<file path="config.mk">
export PLATFORM = sky130hd
export DESIGN_NAME = encoder_3lxnpc
export DESIGN_NICKNAME = d
export VERILOG_FILES = /design/src/rtl/pkg_decoder_3lxnpc.sv /design/src/rtl/encoder_3lxnpc_fb_sync_filter.sv /design/src/rtl/encoder_3lxnpc.sv
export SDC_FILE = /design/constraint.sdc
export NUM_CORES = 1
export LEC_CHECK = 0
export BUFFER_PORTS_ARGS = -buffer_cell sky130_fd_sc_hd__buf_2
export CAP_MARGIN = 0
export CORE_MARGIN = 4
export CORE_UTILIZATION = 40
export DETAILED_ROUTE_END_ITERATION = 10
export PLACE_DENSITY_LB_ADDON = 0.2
export SETUP_SLACK_MARGIN = 0.15
export SYNTH_ARGS = -nofsm -noshare
export SYNTH_HDL_FRONTEND = slang
export SYNTH_SLANG_ARGS = --single-unit
</file>
<file path="constraint.sdc">
create_clock -name clk -period 3.75 [get_ports clk]
set_input_delay 0.75 -clock clk [delete_from_list [all_inputs] [get_ports clk]]
set_output_delay 0.75 -clock clk [all_outputs]
set_load 0.1 [all_outputs]
</file>
<file path="src/rtl/pkg_decoder_3lxnpc.sv">
// Shared leg-state enums plus gate-feedback codes and the encoder FSM types.
package PKG_decoder_3lxnpc;

  localparam int unsigned TDELAY_WIDTH = 8;
  localparam int unsigned GATE_W       = 6;

  typedef enum logic [1:0] {
    NOOUT = 2'd0,
    NPC   = 2'd1,
    NPP   = 2'd2,
    ANPC  = 2'd3
  } _npctypes_t;

  typedef enum logic [2:0] {
    ANPC_P   = 3'd0,
    ANPC_ZU2 = 3'd1,
    ANPC_ZU1 = 3'd2,
    ANPC_ZL1 = 3'd3,
    ANPC_ZL2 = 3'd4,
    ANPC_N   = 3'd5
  } _statesanpc_t;

  typedef enum logic [1:0] {
    NPC_PP = 2'd0,
    NPC_ZZ = 2'd1,
    NPC_NN = 2'd2
  } _statesnpc_t;

  localparam logic [5:0] G_ANPC_P   = 6'b100011;
  localparam logic [5:0] G_ANPC_ZU2 = 6'b010010;
  localparam logic [5:0] G_ANPC_ZU1 = 6'b011010;
  localparam logic [5:0] G_ANPC_ZL1 = 6'b100101;
  localparam logic [5:0] G_ANPC_ZL2 = 6'b100100;
  localparam logic [5:0] G_ANPC_N   = 6'b011100;
  localparam logic [3:0] G_NPC_PP   = 4'b0011;
  localparam logic [3:0] G_NPC_ZZ   = 4'b0110;
  localparam logic [3:0] G_NPC_NN   = 4'b1100;
  localparam logic [5:0] G_BLANK    = 6'b000000;

  typedef enum logic [1:0] {
    ENC_IDLE   = 2'd0,
    ENC_LOCKED = 2'd1,
    ENC_DEAD   = 2'd2,
    ENC_FAULT  = 2'd3
  } enc_state_t;

  typedef struct packed {
    logic         valid;
    logic         blank;
    _statesanpc_t anpc;
    _statesnpc_t  npc;
  } fb_dec_t;

  // Classify a feedback code for the given topology; neither valid nor blank means illegal.
  function automatic fb_dec_t decode_fb(input _npctypes_t t, input logic [5:0] g);
    fb_dec_t d;
    d.valid = 1'b0;
    d.blank = 1'b0;
    d.anpc  = ANPC_P;
    d.npc   = NPC_PP;
    if (t == NOOUT) begin
      d.blank = 1'b1;
    end else if (t == ANPC) begin
      case (g)
        G_ANPC_P:   begin d.valid = 1'b1; d.anpc = ANPC_P;   end
        G_ANPC_ZU2: begin d.valid = 1'b1; d.anpc = ANPC_ZU2; end
        G_ANPC_ZU1: begin d.valid = 1'b1; d.anpc = ANPC_ZU1; end
        G_ANPC_ZL1: begin d.valid = 1'b1; d.anpc = ANPC_ZL1; end
        G_ANPC_ZL2: begin d.valid = 1'b1; d.anpc = ANPC_ZL2; end
        G_ANPC_N:   begin d.valid = 1'b1; d.anpc = ANPC_N;   end
        G_BLANK:    d.blank = 1'b1;
        default:    d.valid = 1'b0;
      endcase
    end else begin
      case (g[3:0])
        G_NPC_PP:      begin d.valid = 1'b1; d.npc = NPC_PP; end
        G_NPC_ZZ:      begin d.valid = 1'b1; d.npc = NPC_ZZ; end
        G_NPC_NN:      begin d.valid = 1'b1; d.npc = NPC_NN; end
        G_BLANK[3:0]:  d.blank = 1'b1;
        default:       d.valid = 1'b0;
      endcase
    end
    return d;
  endfunction

endpackage

</file>
<file path="src/rtl/encoder_3lxnpc_fb_sync_filter.sv">
// Two-flop synchronizer followed by a run-length glitch filter on the gate feedback bus.
module fb_sync_filter #(
  parameter int unsigned W           = 6,
  parameter int unsigned FILT_CYCLES = 4
) (
  input  logic         clk,
  input  logic         rst,
  input  logic [W-1:0] d,
  output logic [W-1:0] code_c,
  output logic         accept_c
);

  localparam int unsigned CW = 4;

  logic [W-1:0]  meta;
  logic [W-1:0]  sync;
  logic [W-1:0]  cand;
  logic [CW-1:0] run;

  // run holds how many consecutive samples of cand have already been seen
  always_ff @(posedge clk or posedge rst) begin
    if (rst) begin
      meta <= '0;
      sync <= '0;
      cand <= '0;
      run  <= '0;
    end else begin
      meta <= d;
      sync <= meta;
      if (sync != cand) begin
        cand <= sync;
        run  <= CW'(1);
      end else if (run < CW'(FILT_CYCLES)) begin
        run <= run + CW'(1);
      end
    end
  end

  // Strobe on exactly the FILT_CYCLES-th matching sample of a run.
  always_comb begin
    code_c = sync;
    if (sync != cand) accept_c = (FILT_CYCLES == 1);
    else              accept_c = (run == CW'(FILT_CYCLES - 1));
  end

endmodule

</file>
<file path="src/rtl/encoder_3lxnpc.sv">
// Gate-feedback encoder for one 3L-NPC/NPP/ANPC leg: decodes accepted gate codes,
// measures commutation dead time and latches illegal-pattern faults.
module encoder_3lxnpc
  import PKG_decoder_3lxnpc::*;
#(
  parameter int unsigned FILT_CYCLES = 4,
  parameter int unsigned TDW         = TDELAY_WIDTH
) (
  input  logic           clk,
  input  logic           rst,
  input  _npctypes_t     npc_type,
  input  logic [5:0]     g_fb,
  input  logic [TDW-1:0] tdelay_min,
  input  logic           fault_clr,
  output _statesanpc_t   state_anpc,
  output _statesnpc_t    state_npc,
  output logic           state_valid,
  output logic [TDW-1:0] tdead_meas,
  output logic           tdead_vld,
  output logic           dt_err,
  output logic           fault,
  output logic [5:0]     fault_code,
  output logic [15:0]    comm_cnt
);

  localparam logic [TDW-1:0] DCNT_MAX = '1;

  logic [5:0] code_c;
  logic       accept_c;
  fb_dec_t    dec_c;
  logic       differs_c;
  logic       illegal_c;
  logic       type_chg_c;

  enc_state_t     state, state_nxt;
  _npctypes_t     npc_q;
  logic [TDW-1:0] dcnt, dcnt_nxt;
  _statesanpc_t   state_anpc_nxt;
  _statesnpc_t    state_npc_nxt;
  logic           state_valid_nxt;
  logic [TDW-1:0] tdead_meas_nxt;
  logic           tdead_vld_nxt;
  logic           dt_err_nxt;
  logic           fault_nxt;
  logic [5:0]     fault_code_nxt;
  logic [15:0]    comm_cnt_nxt;

  fb_sync_filter #(
    .W           (GATE_W),
    .FILT_CYCLES (FILT_CYCLES)
  ) u_filt (
    .clk      (clk),
    .rst      (rst),
    .d        (g_fb),
    .code_c   (code_c),
    .accept_c (accept_c)
  );

  assign dec_c      = decode_fb(npc_type, code_c);
  assign illegal_c  = accept_c && !dec_c.valid && !dec_c.blank;
  assign type_chg_c = (npc_type != npc_q);
  assign differs_c  = (npc_type == ANPC) ? (dec_c.anpc != state_anpc)
                                         : (dec_c.npc != state_npc);

  always_ff @(posedge clk or posedge rst) begin
    if (rst) begin
      state       <= ENC_IDLE;
      npc_q       <= NOOUT;
      dcnt        <= '0;
      state_anpc  <= ANPC_P;
      state_npc   <= NPC_PP;
      state_valid <= 1'b0;
      tdead_meas  <= '0;
      tdead_vld   <= 1'b0;
      dt_err      <= 1'b0;
      fault       <= 1'b0;
      fault_code  <= '0;
      comm_cnt    <= '0;
    end else begin
      state       <= state_nxt;
      npc_q       <= npc_type;
      dcnt        <= dcnt_nxt;
      state_anpc  <= state_anpc_nxt;
      state_npc   <= state_npc_nxt;
      state_valid <= state_valid_nxt;
      tdead_meas  <= tdead_meas_nxt;
      tdead_vld   <= tdead_vld_nxt;
      dt_err      <= dt_err_nxt;
      fault       <= fault_nxt;
      fault_code  <= fault_code_nxt;
      comm_cnt    <= comm_cnt_nxt;
    end
  end

  always_comb begin
    state_nxt       = state;
    dcnt_nxt        = dcnt;
    state_anpc_nxt  = state_anpc;
    state_npc_nxt   = state_npc;
    state_valid_nxt = state_valid;
    tdead_meas_nxt  = tdead_meas;
    tdead_vld_nxt   = 1'b0;
    dt_err_nxt      = 1'b0;
    fault_nxt       = fault;
    fault_code_nxt  = fault_code;
    comm_cnt_nxt    = comm_cnt;

    if (state == ENC_DEAD && dcnt != DCNT_MAX) dcnt_nxt = dcnt + TDW'(1);

    // Topology change or NoOut drops the leg to IDLE unless a fault is pending.
    if (state != ENC_FAULT && (type_chg_c || npc_type == NOOUT)) begin
      state_nxt       = ENC_IDLE;
      state_valid_nxt = 1'b0;
      if (npc_type == NOOUT) begin
        state_anpc_nxt = ANPC_P;
        state_npc_nxt  = NPC_PP;
        tdead_meas_nxt = '0;
        comm_cnt_nxt   = '0;
      end
    end else if (illegal_c && (state != ENC_FAULT || fault_clr)) begin
      state_nxt       = ENC_FAULT;
      state_valid_nxt = 1'b0;
      fault_nxt       = 1'b1;
      fault_code_nxt  = code_c;
    end else begin
      case (state)
        ENC_IDLE: begin
          if (accept_c && dec_c.valid) begin
            state_nxt       = ENC_LOCKED;
            state_valid_nxt = 1'b1;
            if (npc_type == ANPC) state_anpc_nxt = dec_c.anpc;
            else                  state_npc_nxt  = dec_c.npc;
          end
        end
        ENC_LOCKED: begin
          if (accept_c && dec_c.blank) begin
            state_nxt       = ENC_DEAD;
            state_valid_nxt = 1'b0;
            dcnt_nxt        = TDW'(1);
          end else if (accept_c && dec_c.valid && differs_c) begin
            tdead_meas_nxt = '0;
            tdead_vld_nxt  = 1'b1;
            dt_err_nxt     = (tdelay_min != '0);
            comm_cnt_nxt   = comm_cnt + 16'd1;
            if (npc_type == ANPC) state_anpc_nxt = dec_c.anpc;
            else                  state_npc_nxt  = dec_c.npc;
          end
        end
        ENC_DEAD: begin
          if (accept_c && dec_c.valid) begin
            state_nxt       = ENC_LOCKED;
            state_valid_nxt = 1'b1;
            tdead_meas_nxt  = dcnt;
            tdead_vld_nxt   = 1'b1;
            dt_err_nxt      = (dcnt < tdelay_min);
            comm_cnt_nxt    = comm_cnt + 16'd1;
            if (npc_type == ANPC) state_anpc_nxt = dec_c.anpc;
            else                  state_npc_nxt  = dec_c.npc;
          end
        end
        ENC_FAULT: begin
          if (fault_clr) begin
            state_nxt = ENC_IDLE;
            fault_nxt = 1'b0;
          end
        end
        default: state_nxt = ENC_IDLE;
      endcase
    end
  end

endmodule

</file>
==> results of run 1 <==
## logic make-up after synthesis
| logic type | after synthesis |
|---|---|
| xor gates and xnor gates | 21 |
| DFF | 73 |
| and+or+nand+nor | 128 |
| buffers and inverters | 36 |
| adders and majority gates | 16 |
| muxes | 11 |
| AOI/OAI and AO/OA | 90 |
## repair_timing
item / in CTS / in global routing
hold buffers: 0 / 0
hold endpoints to repair: 0 / 0
setup endpoints to repair: 0 / 2
## power breakdown
group	total, W	switching [W]	internal [W]
logic	0.000245	0.000163	0.0000813
registers	0.000855	0.0000407	0.000814
clock network	0.000633	0.000320	0.000313
total	0.00173	0.000524	0.00121
## per-layer routing
| metal | track usage, % | up-vias | share of wire [%] |
|---|---|---|---|
| met5 | 0 | - | 0 |
| met3 | 3.43 | 10 | 4.0 |
| met1 | 23.9 | 1433 | 50 |
| met2 | 24.2 | 70 | 45 |
| met4 | 4.66 | 0 | 1.3 |
| li1 | - | 1479 | - |
## state kept, by name (all words and copies together) (netlist names), 2 cells and up
signal,flops
npc_q,2
u_filt.code_c,6
state_anpc,3
tdead_meas,8
u_filt.cand,6
comm_cnt,16
state,2
fault_code,6
state_npc,2
u_filt.run,4
u_filt.meta,6
dcnt,8
## placed cells by master (no fill, tap or decap), drive strengths merged, types with 4 or more instances in the layout
master / netlist / final
inv: 19 / 21
nand2: 29 / 29
nand2b: 5 / 5
or2: 4 / 4
nor3: 6 / 6
xor2: 15 / 15
ha: 16 / 16
o211ai: 14 / 14
or3: 7 / 7
nor2: 30 / 30
clkbuf: 6 / 9
a211oi: 4 / 4
buf: 10 / 61
xnor2: 6 / 6
mux2: 8 / 8
nor4: 4 / 4
nand3: 16 / 16
nand4: 5 / 5
o21ai: 14 / 14
a21oi: 12 / 12
nand3b: 6 / 6
o31ai: 14 / 14
a22o: 9 / 9
dfrtp: 73 / 73
## per-stage QoR
step	cells	hold WS [ns]	power [W]
floorplan	375	0.331	0.00106
global placement	548	0.333	0.00111
detailed placement	548	0.335	0.00112
CTS	564	0.355	0.00176
global route	564	0.364	0.00184
finish	564	0.352	0.00173
## worst register-to-register path, delay by kind of cell (launching register included)
kind	cells	cell delay [ns]
flops	1	0.67
xor+xnor	1	0.18
compound gates	3	1.27
simple gates	3	1.05
## worst max-delay path by stage
stage	to	slack [ns]	cells past startpoint
global route	comm_cnt[8]	0.14	7
floorplan	state_anpc[2]	0.77	8
CTS	comm_cnt[11]	0.49	7
global placement	comm_cnt[6]	0.51	7
detailed placement	comm_cnt[13]	0.41	7
finish	comm_cnt[13]	0.50	7
## final cells by class
class	count	area (um2)	share of cell area [%]
clock inverters	7	77.6	1.72
inverters	19	71.3	1.58
clock buffers	9	124	2.75
well taps	129	161	3.58
repair buffers	61	315	6.99
multi-input cells	266	1930	42.9
flip-flops and latches	73	1830	40.5
==> results.rst, run 1 <==
.. list-table::
   :header-rows: 1

   * - Metric
     - Value
   * - XOR/XNOR Fraction of Synth Area
     - 4.88%
   * - Element type at the critical path end
     - register
   * - Start point of the critical path
     - u_filt.code_c[1]
   * - Die Y
     - 107 um
   * - Async set-reset flop share out of synthesis
     - 100%
   * - Leakage power total
     - 2.01 nW
   * - Synth Flop Type
     - sky130_fd_sc_hd__dfrtp_1
   * - Most frequent cell after synthesis
     - sky130_fd_sc_hd__dfrtp_1
   * - Cell type with the largest total area after synthesis
     - sky130_fd_sc_hd__dfrtp_1
   * - Proportion of layout cells with a drive suffix above 1
     - 26.0%
   * - Number of placement rows
     - 35
   * - Final Critical Period
     - 3.25 ns
   * - Share of synthesized area spent on multiplexers
     - 3.06%
   * - Critical path's top delay family
     - compound AO/OA/AOI/OAI gates
   * - Start point of the worst min-delay path
     - u_filt.meta[5]
   * - Hold path endpoint
     - u_filt.code_c[5]
   * - Finished Core Util
     - 47.9%
   * - Port buffer count
     - 57
   * - Post-detailed-route wirelength per cell
     - 15.1 um
   * - Final antenna diode count
     - 0
   * - Detail Route Antenna Nets
     - 0
   * - Post-CTS setup buffers
     - 0
   * - Syn_area_per_cell
     - 10.5 um2
   * - Count of routing violations after the opening detailed-route iteration
     - 158
   * - Hold path depth
     - 0
   * - Synthesis warning total
     - 0
   * - Global Route Usage Sum
     - 16.3%
   * - Synth Register Bits
     - 73
   * - Net count after synthesis
     - 410
   * - Register-to-register path setup slack
     - 0.50 ns
   * - Synth top cells by count
     - 73 x sky130_fd_sc_hd__dfrtp_1, 29 x sky130_fd_sc_hd__nand2_1, 29 x sky130_fd_sc_hd__nor2_1, 19 x sky130_fd_sc_hd__inv_1
   * - Initial antenna violation count
     - 0
   * - RR Endpoint
     - comm_cnt[13]
   * - Simple-Gate Fraction of Synth Area
     - 18.0%
   * - Maximum Capacitance Violations
     - 0
   * - Number of buffers created by CTS
     - 9
   * - Worst-case headroom to the max-slew limit
     - 48.6%
   * - Data arrival time of the critical path
     - 3.51 ns
   * - Via total after detailed routing
     - 2992
   * - Critical register-to-register path startpoint
     - u_filt.code_c[1]
   * - Vias in the first global route
     - 2930
   * - Post-synthesis sequential area ratio
     - 46.6%
   * - WP buf/inv
     - 0
   * - Standard cell with the maximum stage delay on the critical path
     - sky130_fd_sc_hd__dfrtp_1
   * - Wirelength, routed
     - 8.53 mm
   * - TritonCTS clock tree
     - built
   * - Final Skew
     - 0.0147 ns
   * - Die footprint
     - 0.0115 mm2
   * - Initial standard-cell utilization of the core
     - 41.7%
   * - Share of the cycle needed by the critical path after routing
     - 86.8%
   * - Synth Cell Area
     - 0.00392 mm2
   * - Worst setup slack after layout
     - 0.496 ns
   * - Count of unique library cells instantiated by Yosys
     - 71
   * - Maximum fanout along the worst path
     - 15
   * - Count of H-tree levels built during CTS
     - 3
   * - Root buffer cell
     - sky130_fd_sc_hd__clkbuf_8
   * - Maximum number of pins on one net before global-route repair
     - 39
   * - Post-CTS sizing
     - 0
   * - Dominant combinational cell family by area after synthesis
     - compound AO/OA/AOI/OAI gates
   * - Hpwl dp
     - 6.43 mm
   * - Clock sink total
     - 73
   * - Die Width
     - 107 um
   * - DRC violations left
     - 0
   * - Class of the most critical hold timing path
     - reg -> reg
   * - Number of nets at the end of the flow
     - 465
   * - Final weighted congestion in routability-driven placement
     - 0.813
   * - Post-route setup TNS
     - 0 ns
   * - Dominant cells by area after synthesis
     - sky130_fd_sc_hd__dfrtp_1 47%, sky130_fd_sc_hd__ha_1 5.1%, sky130_fd_sc_hd__xor2_1 3.1%
   * - Fraction of the mapped netlist area in compound gates
     - 18.2%
   * - Instance area at placement
     - 0.00431 mm2
   * - Number of cell instances on the worst register-to-register path
     - 7
   * - Area added between synthesis and finish
     - 14.9%
   * - Hold Violations, Final
     - 0
   * - Worst vdd ir
     - 182 uV
   * - Number of top-level pins
     - 58
   * - Unrepaired setup endpoints after global routing
     - true
   * - Area share of the largest cell type after synthesis
     - 46.6%
   * - Number of detailed-route iterations in the first pass
     - 6
   * - Highest attainable clock frequency
     - 307 MHz
   * - P per Cell Area
     - 384 mW/mm2
   * - Final Setup Violations
     - 0
   * - Outcome
     - finished, final reports clean
   * - Vias per cell
     - 5.30
   * - Clock-pin slew on the worst setup and hold paths
     - 0.09 ns
   * - Critical path, cell by cell
     - xor2_1 > nor4_4 > nand2_1 > a211o_2 > a31oi_1 > nand3_1 > o31ai_1
   * - Skew-Pair Late Insertion Delay
     - 0.35 ns
   * - Max-slew violation count
     - 0
   * - Adder and majority gate portion of the synthesized area
     - 5.10%
   * - Placeable core region
     - 0.00942 mm2
   * - Maximum clock insertion buffer count
     - 2
   * - Required time worst endpoint
     - 4.01 ns
   * - GRT Residual Overflow
     - 0
   * - Category of the critical setup timing path
     - reg -> reg
   * - Wire length of the first global-routing pass
     - 15.0 mm
   * - Cell area after layout
     - 0.00451 mm2
   * - Number of enable flip-flop cells after synthesis
     - 0
   * - Sort of element at the start of the critical path
     - register
   * - Worst-margin pin slew
     - 0.770 ns
   * - Largest incremental delay on the critical path
     - 0.67 ns
   * - Filler instances
     - 905
   * - Worst slack at placement
     - 0.414 ns
   * - Synthesized instance count
     - 375
(Power assumes the default switching activity.)
==> run 2: changes to the inputs <==
- CORE_ASPECT_RATIO: unset -> 0.9
==> run 2 against run 1 <==
  * Cell count shrank 0.35%
  * Count of clock-buffer cells in the layout unchanged
  * Clock skew fell by 0.0036 ns
  * Final area hardly changed
  * Clock power shrank 8.8%
  * Die area barely moved
  * Fmax down 1.1%
  * Non-clock buffer count grew 1
  * Total power decreased by 2.9%
  * Sequential share of layout area about the same
  * Utilization decreased by 1.0 points
  * Sequential power about the same
  * Critical path type unchanged
  * Critical endpoint is now comm_cnt[0]
  * Highest routed layer unchanged
==> results.rst, run 2 (synthesized netlist as in run 1, its figures left out) <==
.. list-table::
   :header-rows: 1

   * - Metric
     - Value
   * - Maximum fanout along the worst path
     - 15 (unchanged)
   * - Unrepaired setup endpoints after global routing
     - false
   * - Initial antenna violation count
     - 0 (unchanged)
   * - Highest attainable clock frequency
     - 304 MHz (-1.1%)
   * - Seq. cell area
     - 0.00183 mm2 (unchanged)
   * - Worst-margin pin slew
     - 0.688 ns (-0.0828 ns)
   * - Total Power Consumption
     - 0.00168 W (-2.9%)
   * - Area of the multi-input gates
     - 0.00194 mm2 (+0.58%)
   * - Global Route Usage Sum
     - 16.1% (-0.18 points)
   * - Via total after detailed routing
     - 2992 (unchanged)
   * - Worst setup slack after layout
     - 0.461 ns (-0.0351 ns)
   * - RR Endpoint
     - comm_cnt[0]
   * - Root buffer cell
     - sky130_fd_sc_hd__clkbuf_8
   * - Critical path, cell by cell
     - or3b_2 > a21oi_1 > o21ai_0 > a2111oi_2 > o31ai_4 > and2b_1 > o21ai_2 > mux2_2
   * - Post-CTS setup buffers
     - 0 (unchanged)
   * - Class of the most critical hold timing path
     - reg -> reg
   * - Relative contribution of sequential cells to total power
     - 50.8% (+1.4 points)
   * - Vias per cell
     - 5.32 (+0.36%)
   * - Die Y
     - 102 um (-4.7%)
   * - Net switching share of the total power
     - 31.7% (+1.5 points)
   * - Die footprint
     - 0.0115 mm2 (about the same)
   * - Number of top-level pins
     - 58 (unchanged)
   * - Detail Route Antenna Nets
     - 0 (unchanged)
   * - P per Cell Area
     - 373 mW/mm2 (-2.8%)
   * - Post-route setup TNS
     - 0 ns (unchanged)
   * - Skew-Pair Late Insertion Delay
     - 0.35 ns (about the same)
   * - DRC violations left
     - 0 (unchanged)
   * - Number of placement rows
     - 34 (-2.9%)
   * - Most common cell after layout, fill and taps aside
     - sky130_fd_sc_hd__dfrtp_1
   * - Number of detailed-route iterations in the first pass
     - 4 (-2)
   * - Final antenna diode count
     - 0 (unchanged)
   * - Worst slack at placement
     - 0.444 ns (+0.0299 ns)
   * - Number of cell instances on the worst register-to-register path
     - 8 (+1)
   * - Critical register-to-register path startpoint
     - u_filt.code_c[1]
   * - Area added between synthesis and finish
     - 14.9% (about the same)
   * - Worst vdd ir
     - 166 uV (-8.5%)
   * - Maximum number of pins on one net before global-route repair
     - 35 (-10%)
   * - Register-to-register path setup slack
     - 0.46 ns (-0.04 ns)
   * - Sort of element at the start of the critical path
     - register
   * - Hold path endpoint
     - u_filt.code_c[4]
   * - Wire length of the first global-routing pass
     - 14.9 mm (-1.1%)
   * - GRT Residual Overflow
     - 0 (unchanged)
   * - Filler instances
     - 930 (+2.8%)
   * - Switching power
     - 0.000534 W (+2.0%)
   * - Final Critical Period
     - 3.29 ns (+0.0351 ns)
   * - Register containing the most flip-flops in the final layout
     - comm_cnt
   * - Port buffer count
     - 57 (unchanged)
   * - Element type at the critical path end
     - register
   * - Internal power
     - 0.00115 W (-5.0%)
   * - Final Skew
     - 0.0111 ns (-0.00358 ns)
   * - Required time worst endpoint
     - 4.04 ns (+0.03 ns)
   * - Max-slew violation count
     - 0 (unchanged)
   * - Maximum clock insertion buffer count
     - 2 (unchanged)
   * - Biggest registers after layout
     - comm_cnt: 16 flops, dcnt: 8 flops, tdead_meas: 8 flops
   * - Final weighted congestion in routability-driven placement
     - 0.845 (+4.0%)
   * - Number of buffers created by CTS
     - 9 (unchanged)
   * - Clock group share of total power
     - 34.3% (-2.2 points)
   * - Worst-case headroom to the max-slew limit
     - 54.1% (+5.5 points)
   * - Count of routing violations after the opening detailed-route iteration
     - 165 (+4.4%)
   * - Placeable core region
     - 0.00961 mm2 (+2.1%)
   * - Count of H-tree levels built during CTS
     - 3 (unchanged)
   * - Standard cell with the maximum stage delay on the critical path
     - sky130_fd_sc_hd__dfrtp_1
   * - Start point of the worst min-delay path
     - u_filt.meta[4]
   * - Leakage power total
     - 2.00 nW (-0.33%)
   * - Data arrival time of the critical path
     - 3.58 ns (+0.07 ns)
   * - Comb power frac
     - 14.9% (+0.8 points)
   * - Initial standard-cell utilization of the core
     - 40.8% (-0.86 points)
   * - Post-detailed-route wirelength per cell
     - 15.2 um (+0.36%)
   * - Number of nets at the end of the flow
     - 466 (+0.22%)
   * - Die Width
     - 112 um (+5.0%)
   * - Outcome
     - finished, final reports clean
   * - Clock-pin slew on the worst setup and hold paths
     - 0.09 ns (about the same)
   * - Number of flip-flops in the largest register
     - 16 (unchanged)
   * - TritonCTS clock tree
     - built
   * - Final Setup Violations
     - 0 (unchanged)
   * - Largest incremental delay on the critical path
     - 0.69 ns (+0.02 ns)
   * - Maximum Capacitance Violations
     - 0 (unchanged)
   * - Hold Violations, Final
     - 0 (unchanged)
   * - Vias in the first global route
     - 2962 (+1.1%)
   * - Share of the cycle needed by the critical path after routing
     - 87.7% (+0.94 points)
   * - Commonest non-fill, non-tap cells in the layout
     - 73 x sky130_fd_sc_hd__dfrtp_1, 57 x sky130_fd_sc_hd__buf_2, 29 x sky130_fd_sc_hd__nor2_1, 29 x sky130_fd_sc_hd__nand2_1, 18 x sky130_fd_sc_hd__inv_1
   * - Hold path depth
     - 0 (unchanged)
   * - Hpwl dp
     - 6.42 mm (-0.16%)
   * - Clock sink total
     - 73 (unchanged)
   * - Wirelength, routed
     - 8.53 mm (unchanged)
   * - Proportion of layout cells with a drive suffix above 1
     - 26.6% (+0.63 points)
   * - Category of the critical setup timing path
     - reg -> reg
-- run 2: per-layer routing --
metal,up-vias,track usage (%),wire (um)
li1,1476,-,-
met1,1430,23.1,4390
met2,76,24.2,3620
met3,10,3.91,389
met4,0,5.27,127
met5,-,0,0
-- run 2: critical path, delay by kind of cell, from the launching register on --
kind | cells | cell delay (ns)
mux | 1 | 0.25
compound gates | 5 | 1.54
flops | 1 | 0.69
simple gates | 2 | 0.74
-- run 2: how the worst max path moves through the flow --
stage / from / end / slack, ns / cells past startpoint
after floorplan: npc_type[0] / state_anpc[2] / 0.77 / 8
after global placement: npc_type[0] / tdead_meas[1] / 0.48 / 8
after detailed placement: npc_type[0] / comm_cnt[5] / 0.44 / 7
after CTS: u_filt.code_c[1] / tdead_meas[5] / 0.43 / 8
after global routing: u_filt.code_c[1] / comm_cnt[0] / 0.16 / 8
final: u_filt.code_c[1] / comm_cnt[0] / 0.46 / 8
-- run 2: cell type report --
| type | instances | share of cell area, % |
|---|---|---|
| tap | 126 | 3.50 |
| sequential | 73 | 40.5 |
| clock inverter | 7 | 1.36 |
| multi-input combinational | 266 | 43.1 |
| inverter | 19 | 1.58 |
| timing repair buffer | 62 | 7.16 |
| clock buffer | 9 | 2.75 |
-- run 2: timing repair --
action | in CTS | in global routing
endpoints found under the hold margin | 0 | 0
gates resized for setup | 0 | 2
hold buffers | 0 | 0
endpoints found under the setup margin | 0 | 12
-- run 2: power groups by stage --
stage                     Sequential (W)  Combinational (W)  Clock [W]
after floorplan                 0.000884           0.000174          0
after global placement          0.000870           0.000245          0
after detailed placement        0.000871           0.000250          0
after CTS                       0.000855           0.000251   0.000603
after global routing            0.000861           0.000283   0.000637
final                           0.000855           0.000251   0.000577
-- run 2: metrics by stage --
stage	util [%]	cells	hold slack (ns)	cell area, um2
after floorplan	-	375	0.331	3920
after global placement	44.8	546	0.333	4310
after detailed placement	44.8	546	0.335	4310
after CTS	46.8	562	0.353	4500
after global routing	46.9	562	0.365	4510
final	46.9	562	0.351	4510
